**src/rtl/fu_perv_pkg.sv**
```systemverilog
// Shared FU pervasive definitions: thold domain indices and the thold sequencer state encoding.
package fu_perv_pkg;

  localparam int N_DOM_DEF = 8;

  localparam int DOM_GPTR     = 0;
  localparam int DOM_CFG      = 1;
  localparam int DOM_TIME     = 2;
  localparam int DOM_ABST     = 3;
  localparam int DOM_ARY_NSL  = 4;
  localparam int DOM_REPR     = 5;
  localparam int DOM_FUNC_SLP = 6;
  localparam int DOM_FUNC     = 7;

  typedef enum logic [2:0] {
    ST_STOPPED,
    ST_RELEASE,
    ST_RUNNING,
    ST_ASSERT,
    ST_SCAN
  } seq_state_e;

endpackage

```
**src/rtl/fu_thold_gap_cnt.sv**
```systemverilog
// Inter-domain gap down-counter shared by the release and assert sequences.
// A load value of zero is treated as one so every step takes at least one cycle.
module fu_thold_gap_cnt #(
  parameter int GAP_W = 4
) (
  input  logic             clk,
  input  logic             rst,
  input  logic             load_i,
  input  logic             dec_i,
  input  logic [GAP_W-1:0] val_i,
  output logic             expire_o
);

  logic [GAP_W-1:0] cnt_q, cnt_d;

  always_comb begin
    cnt_d = cnt_q;
    if (load_i) begin
      cnt_d = (val_i == '0) ? GAP_W'(1) : val_i;
    end else if (dec_i && (cnt_q != '0)) begin
      cnt_d = cnt_q - GAP_W'(1);
    end
  end

  // NOTE: sequential state uses non-blocking assignments so every flop samples pre-edge values.
  always_ff @(posedge clk) begin
    if (rst) cnt_q <= '0;
    else     cnt_q <= cnt_d;
  end

  assign expire_o = (cnt_q <= GAP_W'(1));

endmodule

```
**src/rtl/fu_thold_seq.sv**
```systemverilog
// FU thold / scan-gate sequencer: ordered domain release and reverse-order re-assertion.
// Optional completed-start counter enabled by FU_THOLD_SEQ_CNT_EN.
module fu_thold_seq
  import fu_perv_pkg::*;
#(
  parameter int N_DOM = N_DOM_DEF,
  parameter int GAP_W = 4
) (
  input  logic             clk,
  input  logic             rst,
  input  logic             start_req,
  input  logic             stop_req,
  input  logic             scan_req,
  input  logic [GAP_W-1:0] cfg_gap,
  output logic             seq_ack,
  output logic             seq_busy,
  output logic [N_DOM-1:0] thold_3,
  output logic [1:0]       sg_3,
  output logic             fce_3,
  output logic [15:0]      seq_count
);

  localparam int IDX_W = (N_DOM > 1) ? $clog2(N_DOM) : 1;
  localparam logic [IDX_W-1:0] IDX_LAST = IDX_W'(N_DOM - 1);

  seq_state_e       state_q, state_d;
  logic [IDX_W-1:0] idx_q, idx_d;
  logic [N_DOM-1:0] thold_q, thold_d;
  logic             sg_q, sg_d;
  logic             ack_q, ack_d;
  logic             busy_q, busy_d;
  logic             gap_load, gap_dec, gap_expire;

  fu_thold_gap_cnt #(.GAP_W(GAP_W)) u_gap_cnt (
    .clk      (clk),
    .rst      (rst),
    .load_i   (gap_load),
    .dec_i    (gap_dec),
    .val_i    (cfg_gap),
    .expire_o (gap_expire)
  );

  // NOTE: every always_comb output gets a default first, so no path can infer a latch.
  always_comb begin
    state_d  = state_q;
    idx_d    = idx_q;
    thold_d  = thold_q;
    sg_d     = sg_q;
    ack_d    = 1'b0;
    gap_load = 1'b0;
    gap_dec  = 1'b0;
    unique case (state_q)
      ST_STOPPED: begin
        if (start_req && !stop_req && !scan_req) begin
          state_d  = ST_RELEASE;
          idx_d    = '0;
          gap_load = 1'b1;
        end else if (scan_req && !start_req && !ack_q) begin
          // Held off one cycle after a stop ack so acks never run back to back.
          state_d = ST_SCAN;
          sg_d    = 1'b1;
          ack_d   = 1'b1;
        end
      end
      ST_RELEASE: begin
        if (stop_req) begin
          if (idx_q == '0) begin
            state_d = ST_STOPPED;
            ack_d   = 1'b1;
          end else begin
            state_d  = ST_ASSERT;
            idx_d    = idx_q - IDX_W'(1);
            gap_load = 1'b1;
          end
        end else if (gap_expire) begin
          thold_d[idx_q] = 1'b0;
          if (idx_q == IDX_LAST) begin
            state_d = ST_RUNNING;
            ack_d   = 1'b1;
          end else begin
            idx_d    = idx_q + IDX_W'(1);
            gap_load = 1'b1;
          end
        end else begin
          gap_dec = 1'b1;
        end
      end
      ST_RUNNING: begin
        if (stop_req) begin
          state_d  = ST_ASSERT;
          idx_d    = IDX_LAST;
          gap_load = 1'b1;
        end
      end
      ST_ASSERT: begin
        if (gap_expire) begin
          thold_d[idx_q] = 1'b1;
          if (idx_q == '0) begin
            state_d = ST_STOPPED;
            ack_d   = 1'b1;
          end else begin
            idx_d    = idx_q - IDX_W'(1);
            gap_load = 1'b1;
          end
        end else begin
          gap_dec = 1'b1;
        end
      end
      ST_SCAN: begin
        if (!scan_req && !ack_q) begin
          state_d = ST_STOPPED;
          sg_d    = 1'b0;
          ack_d   = 1'b1;
        end
      end
      default: state_d = ST_STOPPED;
    endcase
    busy_d = (state_d == ST_RELEASE) || (state_d == ST_ASSERT);
  end

  // Reset is a cold event: all holds return at once rather than in order.
  always_ff @(posedge clk) begin
    if (rst) begin
      state_q <= ST_STOPPED;
      idx_q   <= '0;
      thold_q <= '1;
      sg_q    <= 1'b0;
      ack_q   <= 1'b0;
      busy_q  <= 1'b0;
    end else begin
      state_q <= state_d;
      idx_q   <= idx_d;
      thold_q <= thold_d;
      sg_q    <= sg_d;
      ack_q   <= ack_d;
      busy_q  <= busy_d;
    end
  end

`ifdef FU_THOLD_SEQ_CNT_EN
  logic [15:0] count_q;

  always_ff @(posedge clk) begin
    if (rst) begin
      count_q <= '0;
    end else if ((state_q == ST_RELEASE) && (state_d == ST_RUNNING) && (count_q != 16'hFFFF)) begin
      count_q <= count_q + 16'd1;
    end
  end

  assign seq_count = count_q;
`else
  assign seq_count = 16'h0000;
`endif

  assign seq_ack  = ack_q;
  assign seq_busy = busy_q;
  assign thold_3  = thold_q;
  assign sg_3     = {2{sg_q}};
  assign fce_3    = sg_q;

  // Released domains always form a contiguous low range 0..k-1.
  logic [N_DOM-1:0] released;
  assign released = ~thold_q;

  a_thold_suffix: assert property (@(posedge clk) disable iff (rst)
    (released & (released + N_DOM'(1))) == '0);

  a_ack_single: assert property (@(posedge clk) disable iff (rst)
    seq_ack |=> !seq_ack);

endmodule

```
**config.mk**
```make
export PLATFORM = sky130hd
export DESIGN_NAME = fu_thold_seq
export DESIGN_NICKNAME = d
export VERILOG_FILES = /design/src/rtl/fu_perv_pkg.sv /design/src/rtl/fu_thold_gap_cnt.sv /design/src/rtl/fu_thold_seq.sv
export SDC_FILE = /design/constraint.sdc
export NUM_CORES = 1
export LEC_CHECK = 0
export CORE_MARGIN = 10
export CORE_UTILIZATION = 52
export DETAILED_ROUTE_END_ITERATION = 10
export HOLD_SLACK_MARGIN = 0.12
export PLACE_DENSITY = 0.94
export SYNTH_ARGS = -nofsm -noshare
export SYNTH_HDL_FRONTEND = slang
export SYNTH_SLANG_ARGS = --single-unit
```
**constraint.sdc**
```tcl
create_clock -name clk -period 4.7 [get_ports clk]
set_input_delay 0.47 -clock clk [delete_from_list [all_inputs] [get_ports clk]]
set_output_delay 0.47 -clock clk [all_outputs]
set_load 0.01 [all_outputs]
```
== Yosys cells after proc, flatten, opt, wreduce, memory -nomap -nowiden ==
Index checks and enable logic that the tools add are counted.
Widths: inputs -> output; s select.

* Register bits after elaboration: 21
* Word-level logic and storage cells: 108

* Add/subtract/negate cells: 3
* Order comparisons: 3
* Eq/ne operators: 17
* Muxes and demuxes: 52
* Bitwise logic cells: 3
* Reductions and logical operators: 23

{| class="wikitable"
|+ Operators by type and width
! operator !! number
|-
| $mux 3 || 16
|-
| $mux 8 || 3
|-
| $mux 1 || 21
|-
| $ne 2x2->1 const B || 8
|-
| $pmux 8 s2 || 1
|-
| $pmux 3 s5 || 1
|-
| $mux 4 || 3
|-
| $pmux 3 s4 || 1
|-
| $eq 3x2->1 const B || 3
|-
| $and 8x8->8 || 1
|-
| $not 8->8 || 1
|-
| $or 8x8->8 || 1
|-
| $pmux 1 s4 || 2
|-
| $reduce_and 4->1 || 2
|-
| $reduce_bool 4->1 || 2
|-
| $logic_and 1x1->1 || 7
|-
| $eq 3x1->1 const B || 2
|-
| $eq 3x3->1 const B || 2
|-
| $logic_not 3->1 || 2
|-
| $ne 3x3->1 const B || 2
|-
| $reduce_and 6->1 || 1
|-
| $reduce_bool 2->1 || 3
|-
| $le 4x1->1 const B || 1
|-
| $logic_not 1->1 || 4
|-
| 10 further kinds || 11
|}

== Logic depth before layout (Yosys ltp) ==
* Depth after elaboration: 9
* Mapped depth: 8

== Modules after synthesis ==
A second synthesis with hierarchy kept.

* Cell total of the unflattened synthesis: 177
* Area, all modules: 1541.5 um^2

{| class="wikitable"
|+ Modules (own cells, without submodules)
! module !! times used !! cells each !! area an instance (um^2) !! sequential area each (um^2)
|-
| fu_thold_seq || 1 || 143 || 1253.7 || 340.3
|-
| fu_thold_gap_cnt || 1 || 34 || 287.8 || 80.1
|}

== Least setup slack after synthesis ==
OpenSTA, ideal clock, no wires.

* Path kind: reg-to-reg
* Start point: register idx_q[1]
* End point: register idx_q[2]
* Setup time: 70 ps
* Arrival: 1957 ps
* Data required time: 4630 ps
* Path slack: 2673 ps
* Cell stages (with the launch flop): 9
* Buffers on the path: 1
* Period minus slack after synthesis: 2027 ps
* Path through: dfxtp_1 clkbuf_1 inv_1 ha_1 or3b_1 a31oi_1 a21oi_1 or4_1 a21oi_1

* Word-level cells in the longest chain between the ends: 5
* Elaborated cells on any way between the ends: 12

{| class="wikitable"
|+ RTL lines
! element !! RTL line !! text
|-
| start: declaration || fu_thold_seq.sv:27 || <nowiki>logic [IDX_W-1:0] idx_q, idx_d;</nowiki>
|-
| start signal: assignment || fu_thold_seq.sv:132 || <nowiki>idx_q <= idx_d;</nowiki>
|-
| $add 3x1->3 || fu_thold_seq.sv:81 || <nowiki>idx_d = idx_q + IDX_W'(1);</nowiki>
|-
| $mux 3 || fu_thold_seq.sv:77 || <nowiki>if (idx_q == IDX_LAST) begin</nowiki>
|-
| $mux 3 || fu_thold_seq.sv:75 || <nowiki>end else if (gap_expire) begin</nowiki>
|-
| $mux 3 || fu_thold_seq.sv:66 || <nowiki>if (stop_req) begin</nowiki>
|-
| $pmux 3 s4 || fu_thold_seq.sv:52 || <nowiki>unique case (state_q)</nowiki>
|}

Several ways; a longest one is shown, not always the timed one. The select of a mux whose other input is x is not followed.
A chain may end at the register's enable or synchronous reset.

== Final worst setup path ==
* Start point: input port stop_req
* End point: register idx_q[2]

* Word-level cells in the longest chain between the ends: 5
* Elaborated cells on any way between the ends: 10

{| class="wikitable"
|+ RTL lines
! element !! RTL line !! text
|-
| start: declaration || fu_thold_seq.sv:12 || <nowiki>input logic stop_req,</nowiki>
|-
| $logic_not 1->1 || fu_thold_seq.sv:54 || <nowiki>if (start_req && !stop_req && !scan_req) begin</nowiki>
|-
| $logic_and 1x1->1 (2 in series) || fu_thold_seq.sv:54 ||
|-
| $ne 2x2->1 (no source line) || n/a ||
|-
| $reduce_and 6->1 (no source line) || n/a ||
|}

Several ways; a longest one is shown, not always the timed one.

==> summary.md <==
| Metric | Value |
|---|---|
| Clk network pwr share | between 20% and 30% |
| DP HPWL | approximately 2600 um |
| Number of library cell types mapped by synthesis | 48 |
| Worst setup path class | in -> reg |
| Tmin final | between 2 and 2.5 ns |
| Hold/Removal Path Class | reg -> reg |
| Mean post-synth cell area | around 8.2 sq um |
| GRT Total Usage | between 10% and 20% |
| Power share of the sequential group | approximately half |
| Sequential cell area fraction in the yosys report | slightly below 30% |
| Clock tree from TritonCTS | built |
| Antenna Cells | 0 |
| Tcrit/Tclk final | between 40% and 50% |
| Port Buf Inserts | 21 |
| First-pass GRT wire length | 5660 um |
| Critical path launch point type | primary input |
| Routed wire per std cell | approximately 15 um |
| Initial Util | 56.0% |
| Synth area leaders | dfxtp_1 29%, buf_4 9.5%, ha_1 6.1%, a221o_1 4.9%, nand2_1 4.2% |
| F_max | ~440 MHz |
| Synth top area share | between 20% and 30% |
| DR pass1 iterations | 4 |
| # rows | 18 |
| Clk Latency, worst-skew pair | 0.31 ns |
| Initial antenna violation count | 0 |
| Critical Path Sink Type | flip-flop |
| Core box area | between 0.002 and 0.003 sq mm |
| Worst path required time | roughly 5 ns |
| Most used DFF post-synth | dfxtp_1 |
| Reg2Reg Depth | 7 |
| Worst-path clk slew | roughly 0.13 ns |
| Final Wtd Congestion | about 0.84 |
| DR top layer | met4 |
| Area of the die | 0.00523 sq mm |
| Hold_ws | about 0.47 ns |
| DR WL met3 | 286 um |
| Drt drc | 0 |
| Die Wd | around 72 um |
| Max cap viols | 0 |
| CP Max Fanout | 11 |
| Max clock buf depth | 2 |
| Fin cells | between 200 and 250 |
| Most frequent cells in the layout | 21 x dfxtp_1, 21 x clkdlybuf4s50_1, 16 x nand2_1, 16 x conb_1, 12 x nor2_1 |
| Final wirelength | between 3000 and 4000 um |
| Routed Antenna Nets | 0 |
| Synth Warn # | 0 |
| Cell Area, Synth | between 0.001 and 0.0015 sq mm |
| Largest net degree at the start of global routing | 21 |
| Comb power frac | 24.4% |
| WHS Path Cells | 2 |
| Synthesized flop and latch total | 21 |
| Internal power | about 0.00026 W |
| H-tree depth | 1 |
| Sw Share | between 30% and 40% |
| Final setup TNS | 0 ns |
| I/O pin cnt | 38 |
| TritonCTS Buffers | 3 |
| RSZ-0062 raised after global routing | no |
| Routed length on met1 | approximately 1300 um |
| Static leakage | 0.568 nW |
| Crit path DAT | between 2 and 3 ns |
| Vias in the first global route | between 1000 and 1500 |
| Number of enable flip-flop cells after synthesis | 0 |
| Max Slew Vio Count | 0 |
| DR vias/cell | 5.92 |
| Fin Clk Skew | ~0.0085 ns |
| Layout cells sized above 1 | 4.28% |
| Gate Count Post-Synth | approximately 170 |
| Fin. Hold Viols | 0 |
| Switching Power | approximately 0.00013 W |
| PwrDens | roughly 240 mW/mm^2 |
| Fin nets | 204 |
| Max rail drop VDD | between 150 and 200 uV |
| Hold buffer count at CTS | 0 |
| Met2 WL | 1680 um |
| Relative slew slack | 51.7% |
| Largest area contributor in the netlist | dfxtp_1 |
| Vert. Die Dim | 72.4 um |
| Finish-stage setup viols | 0 |
| Root Driver | clkbuf_4 |
| CTS Sinks | 21 |
| Cts repair resizes | 0 |
| Placed insts | roughly 210 |
| # Post-CTS Setup Buffers | 0 |
| Async SR Flop Fraction | 0% |
| DRT iter0 DRCs | 90 |
| Worst Tran Pin Value | approximately 0.7 ns |
| Via count | between 1000 and 1500 |
| Synthesis-to-layout area growth | 10.9% |
| Fillers | 220 |
| Total gr overflow | 0 |
| Outcome | completed |
[power groups by stage]
stage | Sequential [W] | Clock (W) | Combinational (W)
floorplan | 0.000196 | 0 | 0.0000781
global placement | 0.000199 | 0 | 0.0000878
detailed placement | 0.000199 | 0 | 0.0000911
CTS | 0.000195 | 0.0000916 | 0.0000916
global route | 0.000197 | 0.0000978 | 0.000104
finish | 0.000196 | 0.0000926 | 0.0000929
[critical path, stage by stage]
cell,delay (ns)
clkdlybuf4s50_1,0.70
nor2b_1,0.26
nor2_1,0.17
a221o_1,0.38
or4_1,0.41
a21oi_1,0.13
[layout make-up]
class / instances / area, sq um / area share (%)
tap: 30 / 37.5 / 2.38
timing repair buffer: 21 / 210 / 13.3
clock inverter: 1 / 5.00 / 0.317
inverter: 5 / 18.8 / 1.19
multi-input combinational: 136 / 866 / 54.8
sequential: 21 / 420 / 26.6
clock buffer: 3 / 22.5 / 1.43
[through the flow]
| step | instance area, sq um | total power (W) | utilization, % | setup WS [ns] |
|---|---|---|---|---|
| 6_report | 1580 | 0.000381 | 62.1 | 2.41 |
| 3_5_place_dp | 1550 | 0.000290 | 61.0 | 2.15 |
| 2_1_floorplan | 1480 | 0.000274 | - | 2.67 |
| 4_1_cts | 1580 | 0.000379 | 62.1 | 2.46 |
| 5_1_grt | 1580 | 0.000399 | 62.1 | 2.31 |
| 3_3_place_gp | 1550 | 0.000287 | 61.0 | 2.21 |
[logic make-up (layout without fill, tap and decap cells)]
kind of cell / Yosys count / after routing / synth area share, %
adders and majority gates: 7 / 7 / 6.15
buffers and inverters: 32 / 30 / 13.7
DFF: 21 / 21 / 29.5
and+or+nand+nor: 65 / 65 / 24.6
xor gates and xnor gates: 2 / 2 / 1.23
other: 1 / 16 / 0.263
AOI/OAI and AO/OA: 45 / 45 / 23.8
muxes: 1 / 1 / 0.790
[Yosys cell counts, types with 3 or more instances]
cell	n
nand3_1	3
buf_4	18
inv_1	5
nand4_1	4
nor3_1	5
clkbuf_1	8
o21ai_0	5
a21oi_1	7
nor2_1	12
nand2b_1	4
nor2b_1	6
a31oi_1	3
ha_1	7
a221o_1	7
nand2_1	16
a211oi_1	4
dfxtp_1	21
[path summary, 6_finish.rpt]
path                              start               endpoint  slack (ns)
setup reg to reg  idx_q[1]$_SDFFE_PP0P_  idx_q[2]$_SDFFE_PP0P_        2.55
hold / removal                flip-flop              flip-flop        0.47
setup / recovery               stop_req  idx_q[2]$_SDFFE_PP0P_        2.41
hold reg to reg               flip-flop              flip-flop        0.47
[metal layers]
layer / up-vias / track usage, %
met5: - / 0
met4: 0 / 4.09
met3: 6 / 3.54
met2: 57 / 21.8
met1: 588 / 15.0
li1: 634 / -
Note: power is estimated with default switching activity, not from simulation.
